--- src/rtl/mtm_alu_deserializer.sv ---
// Serial-line receiver for ALU requests. It decodes 11-bit frames into B, A and a command byte,
// and reports packet/length/framing events as one-cycle strobes.
module mtm_alu_deserializer #(
  parameter int unsigned DATA_FRAMES = 8
) (
  input  logic        clk,
  input  logic        rst_n,
  input  logic        sin,
  output logic [31:0] B,
  output logic [31:0] A,
  output logic [2:0]  OP,
  output logic [3:0]  CRC,
  output logic        pkt_valid,
  output logic        err_data,
  output logic        err_frame
);

  localparam int unsigned CntW = $clog2(DATA_FRAMES + 1);
  localparam logic [CntW-1:0] FramesFull = CntW'(DATA_FRAMES);

  typedef enum logic [2:0] {
    StIdle,
    StType,
    StPayload,
    StStop,
    StResync
  } state_e;

  state_e          r_state;
  logic            r_is_cmd;
  logic [2:0]      r_bit_cnt;
  logic [7:0]      r_byte_sr;
  logic [63:0]     r_acc;
  logic [CntW-1:0] r_frame_cnt;
  logic            r_ovf;
  // Outcome decided at the stop bit, applied to the outputs one cycle later.
  logic            r_pend_ok;
  logic            r_pend_ed;
  logic            r_pend_ef;

  always_ff @(posedge clk) begin
    if (!rst_n) begin
      r_state     <= StIdle;
      r_is_cmd    <= 1'b0;
      r_bit_cnt   <= 3'd0;
      r_byte_sr   <= 8'd0;
      r_acc       <= 64'd0;
      r_frame_cnt <= '0;
      r_ovf       <= 1'b0;
      r_pend_ok   <= 1'b0;
      r_pend_ed   <= 1'b0;
      r_pend_ef   <= 1'b0;
      B           <= 32'd0;
      A           <= 32'd0;
      OP          <= 3'd0;
      CRC         <= 4'd0;
      pkt_valid   <= 1'b0;
      err_data    <= 1'b0;
      err_frame   <= 1'b0;
    end else begin
      pkt_valid <= r_pend_ok;
      err_data  <= r_pend_ed;
      err_frame <= r_pend_ef;
      r_pend_ok <= 1'b0;
      r_pend_ed <= 1'b0;
      r_pend_ef <= 1'b0;
      // The cycle after a stop bit is IDLE or a start bit, so r_acc and r_byte_sr are stable.
      if (r_pend_ok) begin
        B   <= r_acc[63:32];
        A   <= r_acc[31:0];
        OP  <= r_byte_sr[6:4];
        CRC <= r_byte_sr[3:0];
      end

      case (r_state)
        StIdle: begin
          if (!sin) r_state <= StType;
        end
        StType: begin
          r_is_cmd  <= sin;
          r_bit_cnt <= 3'd7;
          r_state   <= StPayload;
        end
        StPayload: begin
          r_byte_sr <= {r_byte_sr[6:0], sin};
          if (r_bit_cnt == 3'd0) begin
            r_state <= StStop;
          end else begin
            r_bit_cnt <= r_bit_cnt - 3'd1;
          end
        end
        StStop: begin
          if (sin) begin
            r_state <= StIdle;
            if (!r_is_cmd) begin
              if (r_frame_cnt < FramesFull) begin
                r_acc       <= {r_acc[55:0], r_byte_sr};
                r_frame_cnt <= r_frame_cnt + 1'b1;
              end else begin
                r_ovf <= 1'b1;
              end
            end else begin
              if ((r_frame_cnt == FramesFull) && !r_ovf) begin
                r_pend_ok <= 1'b1;
              end else begin
                r_pend_ed <= 1'b1;
              end
              r_frame_cnt <= '0;
              r_ovf       <= 1'b0;
            end
          end else begin
            r_pend_ef   <= 1'b1;
            r_frame_cnt <= '0;
            r_ovf       <= 1'b0;
            r_acc       <= 64'd0;
            r_state     <= StResync;
          end
        end
        StResync: begin
          // A stuck-low line must not be taken as a stream of start bits.
          if (sin) r_state <= StIdle;
        end
        default: r_state <= StIdle;
      endcase
    end
  end

endmodule

--- config.mk ---
export PLATFORM = sky130hd
export DESIGN_NAME = mtm_alu_deserializer
export DESIGN_NICKNAME = d
export VERILOG_FILES = /design/src/rtl/mtm_alu_deserializer.sv
export SDC_FILE = /design/constraint.sdc
export NUM_CORES = 1
export LEC_CHECK = 0
export CORE_ASPECT_RATIO = 0.5
export CORE_MARGIN = 5
export CORE_UTILIZATION = 49
export CTS_CLUSTER_DIAMETER = 100
export DETAILED_ROUTE_END_ITERATION = 8
export GPL_ROUTABILITY_DRIVEN = 0
export GPL_TIMING_DRIVEN = 1
export HOLD_SLACK_MARGIN = 0.1
export PLACE_DENSITY_LB_ADDON = 0.25
export SYNTH_ARGS = -nofsm -noshare
export SYNTH_HDL_FRONTEND = slang
export SYNTH_SLANG_ARGS = --single-unit
--- constraint.sdc ---
create_clock -name clk -period 1.25 [get_ports clk]
set_input_delay 0.125 -clock clk [delete_from_list [all_inputs] [get_ports clk]]
set_output_delay 0.125 -clock clk [all_outputs]
set_load 0.03 [all_outputs]
; ---- Word level (Yosys, flattened, before mapping)
; Index checks and enable logic that the tools add are counted.
[word_totals]
in_bits = 3
out_inout_bits = 74
regBits = 161
elab_cells = 64
[op_classes]
mux = 19
n_lt_le_gt_ge = 1
n_eq_ne = 13
n_addsub = 2
reduce_logical = 12
[op_table]
columns = cell, count
row1 = 64-bit 2-to-1 mux, 3
row2 = 3-bit 2-to-1 mux, 5
row3 = 3-bit case mux with 5 select lines, 1
row4 = 4-bit 2-to-1 mux, 3
row5 = "2-bit != test, second input constant", 5
row6 = 2-bit AND reduction, 4
row7 = "3-bit by 2-bit == test with 1-bit output, second input constant", 2
row8 = 3-bit zero test, 2
row9 = 1-bit 2-to-1 mux, 6
row10 = 3-bit case mux with 2 select lines, 1
row11 = 3-bit AND reduction, 2
row12 = "4-bit by 1-bit adder with 4-bit output, second input constant", 1
row13 = "4-bit == test, second input constant", 1
row14 = "4-bit less-than comparator, second input constant", 1
row15 = 4-bit AND reduction, 1
row16 = "3-bit by 1-bit == test with 1-bit output, second input constant", 1
row17 = "3-bit == test, second input constant", 1
row18 = "3-bit by 1-bit != test with 1-bit output, second input constant", 1
row19 = "3-bit != test, second input constant", 1
row20 = "3-bit by 1-bit subtractor with 3-bit output, second input constant", 1
row21 = "2-bit by 1-bit != test with 1-bit output, second input constant", 1
row22 = 2-bit nonzero test, 1
row23 = 1-bit logical AND, 1
row24 = 1-bit zero test, 1

; ---- Longest topological paths before layout
[depth]
word_depth = 4
mapped_depth = 6
ltp_nobuf = 5

; ---- Least setup slack after synthesis
; OpenSTA, ideal clock, no wires.
[synth_timing]
path_kind = register -> register
from = reg r_state[1]
to = reg r_bit_cnt[0]
required_time_ps = 1126
period_less_slack_ps = 1336
setup_time_ps = 124
path_stages_with_launch = 6
n_path_buf = 2
slack_ps = -86
arrival_time_ps = 1212
path_cell_list = dfxtp_1 buf_4 or3b_1 buf_2 o31ai_1 a21oi_1
[synth_between]
elab_chain_len = 3
elab_cells_between_ends = 6
cone_classes = eq/ne (3) / mux (1) / reduce/logical (2)
[synth_rtl]
columns = item, line_no
row1 = from (decl), 29  ; state_e r_state;
row2 = from (signal assigned), 43  ; r_state <= StIdle;
row3 = from (signal assigned), 77  ; if (!sin) r_state <= StType;
row4 = from (signal assigned), 82  ; r_state <= StPayload;
row5 = 3-bit by 2-bit == test with 1-bit output / 3-bit by 1-bit == test with 1-bit output (equally long branches), 75  ; case (r_state)
row6 = 2-bit != test (no source line) / 2-bit nonzero test (equally long branches), n/a
row7 = 2-bit AND reduction (no source line), n/a
row8 = to (signal assigned), 89  ; r_bit_cnt <= r_bit_cnt - 3'd1;
row9 = to (decl), 31  ; logic [2:0] r_bit_cnt;
; Parallel ways exist; a longest one is shown, timed or not.
; A chain may end at the register's enable or synchronous reset.

; ---- Worst setup path after layout
[layout_timing]
from = reg r_state[2]
to = reg r_acc[25]
[layout_between]
elab_chain_len = 2
[layout_rtl]
columns = item, line_no
row1 = 3-bit by 2-bit == test with 1-bit output, 75
row2 = 3-bit AND reduction (no source line), n/a
row3 = to (signal assigned), 97  ; r_acc <= {r_acc[55:0], r_byte_sr};
row4 = to (decl), 33  ; logic [63:0] r_acc;
; Every way passes these cells.

==> results.json <==
{
  "crit_fanout": 11,
  "whs_path_depth": 4,
  "cts_root_buf": "clkbuf_16",
  "synth_area_leader_cell": "dfxtp_1",
  "r2r-end": "r_acc[25]",
  "crit_type": "register to register",
  "cpMaxStageDelayCell": "dfxtp_2",
  "status": "finished, violations left",
  "ys_warn_count": 0,
  "grt_pass1_wl_um": 21400,
  "cts_sinks": 161,
  "start_util": 0.502,
  "core_area_mm2": 0.0118,
  "io_buffers": 76,
  "critPathCaptureType": "register",
  "routed_wirelength_um": 13300,
  "die_area_mm2": 0.0145,
  "num_vias": 4101,
  "syn_inst": 506,
  "hold_path_class": "input pin to register",
  "worst_pin_slew_ns": 0.380,
  "async_flop_share": 0,
  "skew_ns": 0.0112,
  "drt-vias-per-instance": 5.29,
  "fin_nets": 604,
  "ios": 77,
  "yosys-top-cells-count": "161 x dfxtp_1, 75 x nor2b_1, 72 x mux2i_1, 61 x o221a_1, 28 x nand2_1",
  "chipHeight_um": 87.8,
  "cts_buffer_depth": 2,
  "whs_ns": 0.214,
  "setup_violations": 66,
  "synth_area_mm2": 0.00593,
  "synth.most_common_cell": "dfxtp_1",
  "r2r_start": "r_state[2]",
  "violations": "negative setup slack",
  "drv_slew": 0,
  "cts_made_buffers": 17,
  "finalPower_mw": 11.0,
  "cts.clk_slew.worst_paths_ns": 0.06,
  "first_global_vias": 4098,
  "crit_path_start_kind": "register",
  "dr.pass1.iters": 4,
  "ys_ff_latch": 161,
  "whs_endpoint": "r_ovf",
  "dominantRegCellSynth": "dfxtp_1",
  "ir_worst_vdd_uv": 899,
  "synth.distinct_cells": 36,
  "synthTopCellsByArea": "dfxtp_1 54%, mux2i_1 12%, o221a_1 12%, nor2b_1 7.9%, buf_2 2.0%",
  "fmax_mhz": 745,
  "avgSynthCellArea_um2": 11.7,
  "finalWorstSetupSlack_ns": -0.0927,
  "hp-start": "rst_n",
  "regToRegSetupSlack_ns": -0.09,
  "drc": 0,
  "post-route-period-util": 1.07,
  "drt-initial-drc-count": 253,
  "rsz0062_at_grt": "true",
  "rr_worst_depth": 5,
  "maxCapViolCount": 0,
  "post-dp-hpwl_um": 8290,
  "hold_viol": 0,
  "p_leak_nw": 2.73,
  "slowest_delay_ns": 0.33,
  "cp_data_required_time_ns": 1.55,
  "maxSlewHeadroom": 0.747,
  "drtAntennaViolNets": 0,
  "synth-edff-count": 0,
  "grt_overflow": 0,
  "wl_per_cell_um": 17.1,
  "die_x_um": 166,
  "post_route_cells_drive_above_1_share": 0.305,
  "synth_top_area_frac": 0.544,
  "htreeDepth": 4,
  "grt_usage": 0.186,
  "syn-num-nets": 513,
  "antenna_found_initial": 0,
  "syn_to_final_growth_pct": 35.2,
  "power_per_cell_area_mw_per_mm2": 1380,
  "n_antenna_cell": 0,
  "crit_chain": "buf_6 > nand3b_4 > o21a_4 > clkbuf_16 > o221a_1",
  "fp-row-count": 28,
  "ctsHoldBuffers": 0,
  "arrival_ns": 1.64,
  "cts_tree": "yes",
  "min_period_ns": 1.34,
  "ys_seq_area_frac": 0.544,
  "clk_latency_ns": 0.42,
  "grt_max_degree": 48
}
state kept, by name, summed over array words and instances, names as in the netlist, 3 cells and up:
signal and flops:
r_bit_cnt 3, r_state 3, r_acc 64, OP 3, r_frame_cnt 4, CRC 4, B 32, r_byte_sr 8
A 32
what timing repair did:
| item | CTS | global route |
|---|---|---|
| pin swaps | 6 | 32 |
| setup endpoints to repair | 138 | 95 |
| gates cloned | 2 | 4 |
| setup buffers | 1 | 0 |
| resized for setup | 206 | 49 |
through the flow:
stage / area, um^2 / TNS, ns / setup WS [ns] / util / cells
floorplan: 5950 / -0.290 / -0.0572 / - / 506
finish: 8020 / -3.67 / -0.0927 / 0.679 / 775
global placement: 7080 / -9.80 / -0.159 / 0.600 / 736
CTS: 7860 / -1.23 / -0.0560 / 0.666 / 771
global route: 8020 / -5.89 / -0.111 / 0.679 / 775
detailed placement: 7080 / -10.65 / -0.180 / 0.600 / 736
worst max path at each step:
| stage | depth (start not counted) | startpoint | to | slack, ns |
|---|---|---|---|---|
| floorplan | 5 | r_state[1] | r_bit_cnt[0] | -0.06 |
| global placement | 5 | sin | r_acc[14] | -0.16 |
| detailed placement | 5 | sin | r_acc[51] | -0.18 |
| CTS | 5 | r_state[2] | r_acc[19] | -0.06 |
| global route | 5 | r_state[2] | r_acc[28] | -0.11 |
| finish | 5 | r_state[2] | r_acc[25] | -0.09 |
per-layer routing:
| layer | wire (um) | share of wire | track usage |
|---|---|---|---|
| met5 | 0 | 0 | 0 |
| met4 | 124 | 0.0093 | 0.0734 |
| met3 | 497 | 0.037 | 0.0437 |
| met2 | 5870 | 0.44 | 0.274 |
| met1 | 6780 | 0.51 | 0.265 |
kinds of logic (layout without fill, tap and decap cells):
group                    after synthesis  after routing  share of synthesized area
multiplexers                          72             72                      0.122
adder cells (fa/ha/maj)                4              4                    0.00844
AO/OA/AOI/OAI                         91             91                      0.150
AND/OR/NAND/NOR                      131            131                      0.132
flip-flops                           161            161                      0.544
buffers and inverters                 47            151                     0.0443
layout by cell type, fill, tap and decap left out, drive strengths merged, types with 3 or more instances in the layout:
cell           instances
dfxtp                161
nor2b                 75
mux2i                 72
o221a                 61
clkdlybuf4s15         53
buf                   48
nand2                 29
clkbuf                29
inv                   13
a21boi                 9
nor2                   8
a21oi                  7
o22ai                  6
ha                     4
nand2b                 3
and2                   3
clkinvlp               3
o21a                   3
or3b                   3
worst max-delay path: cells and delay by family (launching register included):
| family | cells | cell delay (ns) |
|---|---|---|
| flip-flops | 1 | 0.33 |
| buffers and inverters | 2 | 0.31 |
| AND/OR/NAND/NOR | 1 | 0.17 |
| AO/OA/AOI/OAI | 2 | 0.41 |
cell type report:
type	count	area, um^2
fill	863	3790
sequential	161	3240
multi-input combinational	298	2600
timing repair buffer	115	1380
clock buffer	18	439
tap	165	206
clock inverter	14	141
inverter	4	15.0
where the power goes:
part / switching, mW / internal (mW) / total [mW]
Combinational: 0.302 / 0.342 / 0.644
Clock: 2.19 / 2.86 / 5.05
Sequential: 0.103 / 5.23 / 5.33
Total: 2.60 / 8.43 / 11.0
No activity file was read; power rests on OpenSTA's default activity.
==> patch: new RTL, config.mk and constraints unchanged <==
Register the input `sin` before use. The logic sees it one clock later.
--- a/src/rtl/mtm_alu_deserializer.sv
+++ b/src/rtl/mtm_alu_deserializer.sv
@@ -25,6 +25,12 @@
     StStop,
     StResync
   } state_e;
+
+  logic sin_q;
+
+  always_ff @(posedge clk) begin
+    sin_q <= sin;
+  end
 
   state_e          r_state;
   logic            r_is_cmd;
@@ -74,15 +80,15 @@
 
       case (r_state)
         StIdle: begin
-          if (!sin) r_state <= StType;
+          if (!sin_q) r_state <= StType;
         end
         StType: begin
-          r_is_cmd  <= sin;
+          r_is_cmd  <= sin_q;
           r_bit_cnt <= 3'd7;
           r_state   <= StPayload;
         end
         StPayload: begin
-          r_byte_sr <= {r_byte_sr[6:0], sin};
+          r_byte_sr <= {r_byte_sr[6:0], sin_q};
           if (r_bit_cnt == 3'd0) begin
             r_state <= StStop;
           end else begin
@@ -90,7 +96,7 @@
           end
         end
         StStop: begin
-          if (sin) begin
+          if (sin_q) begin
             r_state <= StIdle;
             if (!r_is_cmd) begin
               if (r_frame_cnt < FramesFull) begin
@@ -118,7 +124,7 @@
         end
         StResync: begin
           // A stuck-low line must not be taken as a stream of start bits.
-          if (sin) r_state <= StIdle;
+          if (sin_q) r_state <= StIdle;
         end
         default: r_state <= StIdle;
       endcase
Formal check against the unedited RTL: same outputs for any inputs over 10 cycles, from zero or initial values and one cycle with rst_n low; that may be too few to reach the edited logic, so the function may still have changed.
==> patch against the unedited design <==
The run still ends with negative setup slack left. Synthesized cell count rose by 0.20%. Cell area rose by 4.6%. Setup slack got worse by 0.015 ns. Power rose by 4.9%. Via count rose by 3.1%. Sequential cell count rose by 1. Routed wire length rose by 9.4%. Synthesized area rose by 0.34%. Critical endpoint is now r_acc[46].
==> patch: results <==
routing:
  wl_per_cell_um: 18.4
  route.detailed.vias_per_inst: 5.35
  wl_met3_um: 513
  detail_route.first_pass.iterations: 6
  wl_met1_mm: 7.11
  drt_iter0_drc: 287
grt:
  use_met1_pct: 25.3
  global_route.usage.total_pct: 18.8
  grt_pass1_vias: 4193
  grt.met2_usage_pct: 30.2
  grt_util_met3_pct: 4.42
synthesis:
  yosys.area_share.adder_pct: 0.842
  synthesized_netlist_net_count: 514
  post_synth_most_frequent_cells: "162 x sky130_fd_sc_hd__dfxtp_1, 75 x sky130_fd_sc_hd__nor2b_1, 72 x sky130_fd_sc_hd__mux2i_1"
  yosysSeqAreaShare_pct: 54.5
  ys_ff_latch: 162
  avgSynthCellArea_sq_um: 11.7
  compound_cell_area_share_of_the_yosys_netlist_pct: 15.0
  synthMuxAreaShare_pct: 12.1
outcome:
  failed_checks: "negative setup slack"
  outcome: "complete, but fails checks"
layout:
  final-clk-cell-share_pct: 7.55
  postLayoutCellArea_sq_mm: 0.00838
  signal_buffers: 129
  multi_input_comb_area_sq_mm: 0.00266
  nFillCells: 825
  stdcell_count: 790
  bufAreaShareNonClock_pct: 19.1
  post_route_cells_drive_above_1_share_pct: 33.4
timing:
  fin_ws_ns: -0.108
  number_of_setup_violations_in_the_final_report: 77
  fin_setup_tns_ns: -6.01
  timing.hold.ws_ns: 0.147
  worst_slew_pin_slew_ns: 0.316
  fin_worst_skew_ns: 0.00777
critical_path:
  timing.critical_path.fanout_max: 21
  critical_path_arrival_ns: 1.67
  worstSetupStartpoint: "r_state[0]"
  max_stage_delay_ns: 0.36
  timing.critical_path.slowest_stage_cell: "sky130_fd_sc_hd__dfxtp_4"
  ff2ff_path_depth: 6
placement:
  dp_hpwl_mm: 8.29
pwr:
  cellLeakagePower_nw: 2.89
[patch: cell types whose count changed in the layout (fill, tap and decap cells not counted), sizes merged, moves of 2 or more]
cell / delta
buf: +14
clkdlybuf4s15: +9
clkbuf: -7
bufinv: +2
clkdlybuf4s18: -2
inv: -2
[patch: power by group through the flow]
stage,clock network [W],logic (W),registers [W]
4_1_cts,0.00560,0.000570,0.00536
5_1_grt,0.00587,0.000739,0.00537
6_report,0.00551,0.000691,0.00537
3_5_place_dp,0,0.000486,0.00547
2_1_floorplan,0,0.000366,0.00543
3_3_place_gp,0,0.000474,0.00547
[patch: how the worst min path moves through the flow]
stage | from | end | cells past startpoint
global placement | r_pend_ed | err_data | 1
floorplan | sin | sin_q | 0
CTS | sin | sin_q | 1
detailed placement | r_pend_ed | err_data | 1
global route | sin | sin_q | 1
finish | sin | sin_q | 1
[patch: critical path: cells and delay by family (launching register included)]
family          cells  cell delay, ns
compound gates      2            0.38
flops               1            0.36
buf+inv             3            0.41
simple gates        1            0.10
